[src/rtl/com_fifo_pkg.sv]
// com_fifo_pkg: shared read-mode constants, occupancy width and threshold legality helpers
package com_fifo_pkg;
  localparam int C_FIFO_STD  = 0;
  localparam int C_FIFO_FWFT = 1;
  function automatic int occ_w(input int addr_w);
    return addr_w + 1;
  endfunction
  function automatic bit th_legal(input int addr_w, input int afull_th, input int aempty_th);
    return addr_w >= 2 && aempty_th >= 0 && aempty_th < afull_th && afull_th >= 1 && afull_th <= 2 ** addr_w;
  endfunction
endpackage

[src/rtl/com_dpram_dist.sv]
// com_dpram_dist: simple dual-port distributed RAM, one sync write port, async read
module com_dpram_dist #(
  parameter int DATA_W = 28,
  parameter int ADDR_W = 5
) (
  input  logic              clk,
  input  logic              we,
  input  logic [ADDR_W-1:0] waddr,
  input  logic [DATA_W-1:0] din,
  input  logic [ADDR_W-1:0] raddr,
  output logic [DATA_W-1:0] dout
);
  logic [DATA_W-1:0] mem [2**ADDR_W];
  always_ff @(posedge clk)
    if (we) mem[waddr] <= din;
  assign dout = mem[raddr];
endmodule

[src/rtl/com_sync_fifo_param.sv]
// com_sync_fifo_param: single-clock FIFO with standard/FWFT read, programmable thresholds, sticky errors
module com_sync_fifo_param
  import com_fifo_pkg::*;
#(
  parameter int DATA_W    = 28,
  parameter int ADDR_W    = 5,
  parameter int FWFT      = C_FIFO_STD,
  parameter int AFULL_TH  = 28,
  parameter int AEMPTY_TH = 2
) (
  input  logic              I_fifo_clk,
  input  logic              I_fifo_rst,
  input  logic [DATA_W-1:0] I_fifo_din,
  input  logic              I_fifo_wr,
  input  logic              I_fifo_rd,
  input  logic              I_fifo_err_clr,
  output logic [DATA_W-1:0] O_fifo_dout,
  output logic              O_fifo_empty,
  output logic              O_fifo_full,
  output logic              O_fifo_afull,
  output logic              O_fifo_aempty,
  output logic [ADDR_W:0]   O_fifo_usedw,
  output logic              O_fifo_ovf,
  output logic              O_fifo_udf
);
  localparam int OW = occ_w(ADDR_W);
  localparam logic [OW-1:0] AF   = OW'(AFULL_TH);
  localparam logic [OW-1:0] AE   = OW'(AEMPTY_TH);
  localparam logic [OW-1:0] FULL = OW'(2 ** ADDR_W);
  logic [ADDR_W-1:0] wr_ptr, rd_ptr;
  logic [OW-1:0] usedw, occ_n;
  logic empty, full, afull, aempty, ovf, udf, wr_acc, rd_acc;
  logic [DATA_W-1:0] ram_q;
  if (!th_legal(ADDR_W, AFULL_TH, AEMPTY_TH)) begin : g_bad_params
    $error("com_sync_fifo_param: illegal ADDR_W/AFULL_TH/AEMPTY_TH combination");
  end
  always_comb begin
    wr_acc = I_fifo_wr & ~full;
    rd_acc = I_fifo_rd & ~empty;
    occ_n  = I_fifo_rst ? '0 : usedw + OW'(wr_acc) - OW'(rd_acc);
  end
  // every flag is derived from the next count so it lands together with usedw
  always_ff @(posedge I_fifo_clk) begin
    usedw  <= occ_n;
    empty  <= occ_n == '0;
    full   <= occ_n == FULL;
    afull  <= occ_n >= AF;
    aempty <= occ_n <= AE;
    wr_ptr <= I_fifo_rst ? '0 : wr_ptr + ADDR_W'(wr_acc);
    rd_ptr <= I_fifo_rst ? '0 : rd_ptr + ADDR_W'(rd_acc);
    ovf    <= ~I_fifo_rst & ((I_fifo_wr & full) | (ovf & ~I_fifo_err_clr));
    udf    <= ~I_fifo_rst & ((I_fifo_rd & empty) | (udf & ~I_fifo_err_clr));
  end
  com_dpram_dist #(.DATA_W(DATA_W), .ADDR_W(ADDR_W)) u_ram (
    .clk  (I_fifo_clk),
    .we   (wr_acc),
    .waddr(wr_ptr),
    .din  (I_fifo_din),
    .raddr(rd_ptr),
    .dout (ram_q)
  );
  if (FWFT == C_FIFO_FWFT) begin : g_fwft
    // masked while empty so the output is deterministic when nothing is stored
    assign O_fifo_dout = empty ? '0 : ram_q;
  end else begin : g_std
    logic [DATA_W-1:0] dout_q;
    always_ff @(posedge I_fifo_clk)
      if (I_fifo_rst) dout_q <= '0;
      else if (rd_acc) dout_q <= ram_q;
    assign O_fifo_dout = dout_q;
  end
  assign O_fifo_usedw  = usedw;
  assign O_fifo_empty  = empty;
  assign O_fifo_full   = full;
  assign O_fifo_afull  = afull;
  assign O_fifo_aempty = aempty;
  assign O_fifo_ovf    = ovf;
  assign O_fifo_udf    = udf;
endmodule

[config.mk]
export PLATFORM = sky130hd
export DESIGN_NAME = com_sync_fifo_param
export DESIGN_NICKNAME = d
export VERILOG_FILES = /design/src/rtl/com_fifo_pkg.sv /design/src/rtl/com_dpram_dist.sv /design/src/rtl/com_sync_fifo_param.sv
export SDC_FILE = /design/constraint.sdc
export NUM_CORES = 1
export LEC_CHECK = 0
export CELL_PAD_IN_SITES_DETAIL_PLACEMENT = 1
export CELL_PAD_IN_SITES_GLOBAL_PLACEMENT = 1
export CORE_ASPECT_RATIO = 0.8
export CORE_MARGIN = 10
export CORE_UTILIZATION = 35
export CTS_CLUSTER_DIAMETER = 40
export DETAILED_ROUTE_END_ITERATION = 8
export GPL_ROUTABILITY_DRIVEN = 0
export PLACE_DENSITY_LB_ADDON = 0.1
export SLEW_MARGIN = 20
export SYNTH_ARGS = -nofsm -noshare
export SYNTH_HDL_FRONTEND = slang
export SYNTH_SLANG_ARGS = --single-unit
[constraint.sdc]
create_clock -name I_fifo_clk -period 3.7 [get_ports I_fifo_clk]
set_input_delay 0.37 -clock I_fifo_clk [delete_from_list [all_inputs] [get_ports I_fifo_clk]]
set_output_delay 0.37 -clock I_fifo_clk [all_outputs]
set_load 0.03 [all_outputs]
==> flow_metrics.env <==
export IMPL_status="finished, final reports clean"
export IMPL_wl_per_cell_um=30.6
export IMPL_rsz0062_at_grt="false"
export IMPL_synth_largest_area_cell="edfxtp_1"
export IMPL_synthAdderAreaFrac=0.00336
export IMPL_crit_buf_inv=2
export IMPL_clock_fmax_mhz=359
export IMPL_critical_path_slowest_cell="dfxtp_4"
export IMPL_crit_fanout=35
export IMPL_synth_top_family_by_area="multiplexers"
export IMPL_cap_violations=0
export IMPL_cts_buffers=136
export IMPL_drive_gt1_frac=0.269
export IMPL_rows=104
export IMPL_synthArstFlopShare=0
export IMPL_die_area_sq_um=115000
export IMPL_vdd_drop_max_mv=0.476
export IMPL_synth_area_leaders="edfxtp_1, mux4_2, mux2i_1, dfxtp_1, a22oi_1"
export IMPL_via_per_inst=5.34
export IMPL_drcViolationCount=0
export IMPL_final_nets=1971
export IMPL_p_leak_nw=13.8
export IMPL_crit_path_end_kind="flop"
export IMPL_fin_skew_ns=0.0264
export IMPL_start_util=0.354
export IMPL_syn2layout_area_growth_pct=22.7
export IMPL_syn_avg_cell_area_sq_um=20.9
export IMPL_synth_compound_area_frac=0.0433
export IMPL_firstDrtPassIters=5
export IMPL_yosysSeqAreaShare=0.780
export IMPL_clockBufferDepth=3
export IMPL_antenna_found_initial=7
export IMPL_tns_ns=0
export IMPL_power_frac_clock=0.456
export IMPL_internal_power_mw=22.5
export IMPL_hold_class="in -> reg"
export IMPL_drt_wl_total_um=103000
export IMPL_synth_area_sq_um=35800
export IMPL_p_switching_mw=7.18
export IMPL_numPortBuffers=72
export IMPL_drt_iter0_markers=1336
export IMPL_critPathArrivalTime_ns=3.40
export IMPL_layout_commonest_cell="edfxtp_1"
export IMPL_post_cts_buffers=0
export IMPL_utilization=0.434
export IMPL_cts_clk_slew_worst_paths_ns=0.05
export IMPL_fin_crit_sh=0.752
export IMPL_yosys_area_share_xor_xnor=0.00245
export IMPL_muxShareOfSynthArea=0.138
export IMPL_synthCells=1708
export IMPL_worst_setup_path_type="reg -> reg"
export IMPL_cp_top_family="compound AO/OA/AOI/OAI gates"
export IMPL_min_period_ns=2.78
export IMPL_vias=17900
export IMPL_antenna_left=0
export IMPL_hold_viol=0
export IMPL_clock_root_buffer="clkbuf_16"
export IMPL_holdBufCountCts=0
export IMPL_grt_pass1_vias=19200
export IMPL_synth_flop_cell="edfxtp_1"
export IMPL_r2r_slack_ns=0.92
export IMPL_fp_dieH_um=306
export IMPL_synthSimpleGateAreaFrac=0.0180
export IMPL_grt_max_degree=56
export IMPL_htreeDepth=4
export IMPL_die_w_um=377
export IMPL_whs_ns=0.170
export IMPL_seqPwrFrac=0.411
export IMPL_powerDensity_nw_per_um2=677
export IMPL_yosys_warnings=0
export IMPL_synth_edf_count=896
export IMPL_synth_seq_cells=946
export IMPL_grt_ovfl_total=0
export IMPL_coreArea_sq_um=101000
export IMPL_grt_first_pass_wirelength_um=146000
export IMPL_crit_required_ns=4.32
export IMPL_synth_top_cell_area_share=0.752
export IMPL_globalRouteTotalUtil=0.178
export IMPL_layout_common_cells="edfxtp_1, mux4_2, clkbuf_16"
export IMPL_cts_resized=0
export IMPL_cpPeakStageDelay_ns=0.57
export IMPL_setup_violations=0
export IMPL_place_hpwl_um=60600
export IMPL_cts_tree="built"
export IMPL_synth_fp_nets=1750
export IMPL_yosysUniqueCellTypes=40
export IMPL_worst_slew_pin_slew_ns=0.857
export IMPL_critPathLaunchType="flop"
export IMPL_worstPathCellList="buf_12 -> buf_4 -> mux4_2 -> a211oi_1 -> nand2_1 -> a32o_1"
export IMPL_pin_count=73
export IMPL_worstSkewPairLatency_ns=0.72
export IMPL_max_slew_margin_rel=0.428
export IMPL_combPwrFrac=0.133
export IMPL_report_final_slew_viol_count=0
export IMPL_cts_sink_count=946
export IMPL_switching_share=0.242
[final timing paths]
path	start	endpoint	depth (start not counted)
hold / removal	I_fifo_din[25]	u_ram.mem[31][25]	1
setup reg to reg	rd_ptr[0]	O_fifo_dout[2]	6
setup / recovery	rd_ptr[0]	O_fifo_dout[2]	6
hold reg to reg	O_fifo_dout[26]	O_fifo_dout[26]	1
[layout make-up]
cell class	instances	area, sq um
Timing Repair Buffer	180	1850
Inverter	12	45.0
Antenna cell	2	5.00
Clock buffer	162	3640
Fill cell	9309	57100
Sequential cell	946	27900
Multi-Input combinational cell	653	7620
Tap cell	1325	1660
Clock inverter	82	1130
[synthesized netlist by cell type (8+ instances only)]
cell type / number
nand3_1: 9
o221ai_1: 29
a211oi_1: 29
mux2i_1: 110
buf_4: 8
edfxtp_1: 896
nor2_1: 51
dfxtp_1: 50
buf_2: 26
ha_1: 8
nand2_1: 60
a32o_1: 27
o22ai_1: 27
clkbuf_1: 46
buf_1: 10
inv_1: 12
a21oi_1: 29
mux4_2: 170
a22oi_1: 56
[registers in the layout (all words and copies together), names as in the netlist]
name / flops
wr_ptr: 5
O_fifo_ovf: 1
O_fifo_usedw: 6
u_ram.mem: 896
O_fifo_full: 1
O_fifo_aempty: 1
O_fifo_udf: 1
rd_ptr: 5
O_fifo_afull: 1
O_fifo_dout: 28
O_fifo_empty: 1
[worst reg2reg max path: cells and delay by family (launching register included)]
kind,cells,cell delay [ns]
buf+inv,2,0.75
mux,1,0.54
compound gates,2,0.70
flops,1,0.57
simple gates,1,0.13
[layer usage]
| metal | track usage | vias to the layer above | wire length, um |
|---|---|---|---|
| li1 | - | 7620 | - |
| met1 | 0.247 | 9700 | 46900 |
| met2 | 0.276 | 461 | 48000 |
| met3 | 0.0342 | 156 | 5210 |
| met4 | 0.0667 | 2 | 2900 |
| met5 | 0 | - | 13 |
[through the flow]
step	area [sq um]	worst slack [ns]	std cells	power, mW
after floorplan	35800	0.976	1708	14.9
after global placement	39100	0.685	3116	16.4
after detailed placement	39100	0.665	3116	16.5
after CTS	43900	0.892	3360	30.1
after global routing	43900	0.798	3361	30.8
final	43900	0.918	3362	29.7
[power by group through the flow]
stage / combinational [mW] / sequential (mW) / clock, mW
4_1_cts: 4.06 / 12.2 / 13.8
5_1_grt: 4.27 / 12.2 / 14.3
3_5_place_dp: 4.05 / 12.4 / 0
3_3_place_gp: 4.03 / 12.4 / 0
6_report: 3.95 / 12.2 / 13.5
2_1_floorplan: 2.38 / 12.5 / 0
[kinds of logic (layout without fill, tap and decap cells)]
| group | Yosys count | count (layout) |
|---|---|---|
| AND/OR/NAND/NOR | 147 | 147 |
| multiplexers | 280 | 280 |
| AO/OA/AOI/OAI | 207 | 207 |
| flip-flops | 946 | 946 |
| other | 0 | 2 |
| buffers and inverters | 109 | 436 |
| XOR/XNOR | 10 | 10 |
| adder cells (fa/ha/maj) | 9 | 9 |
(Power assumes the default switching activity.)
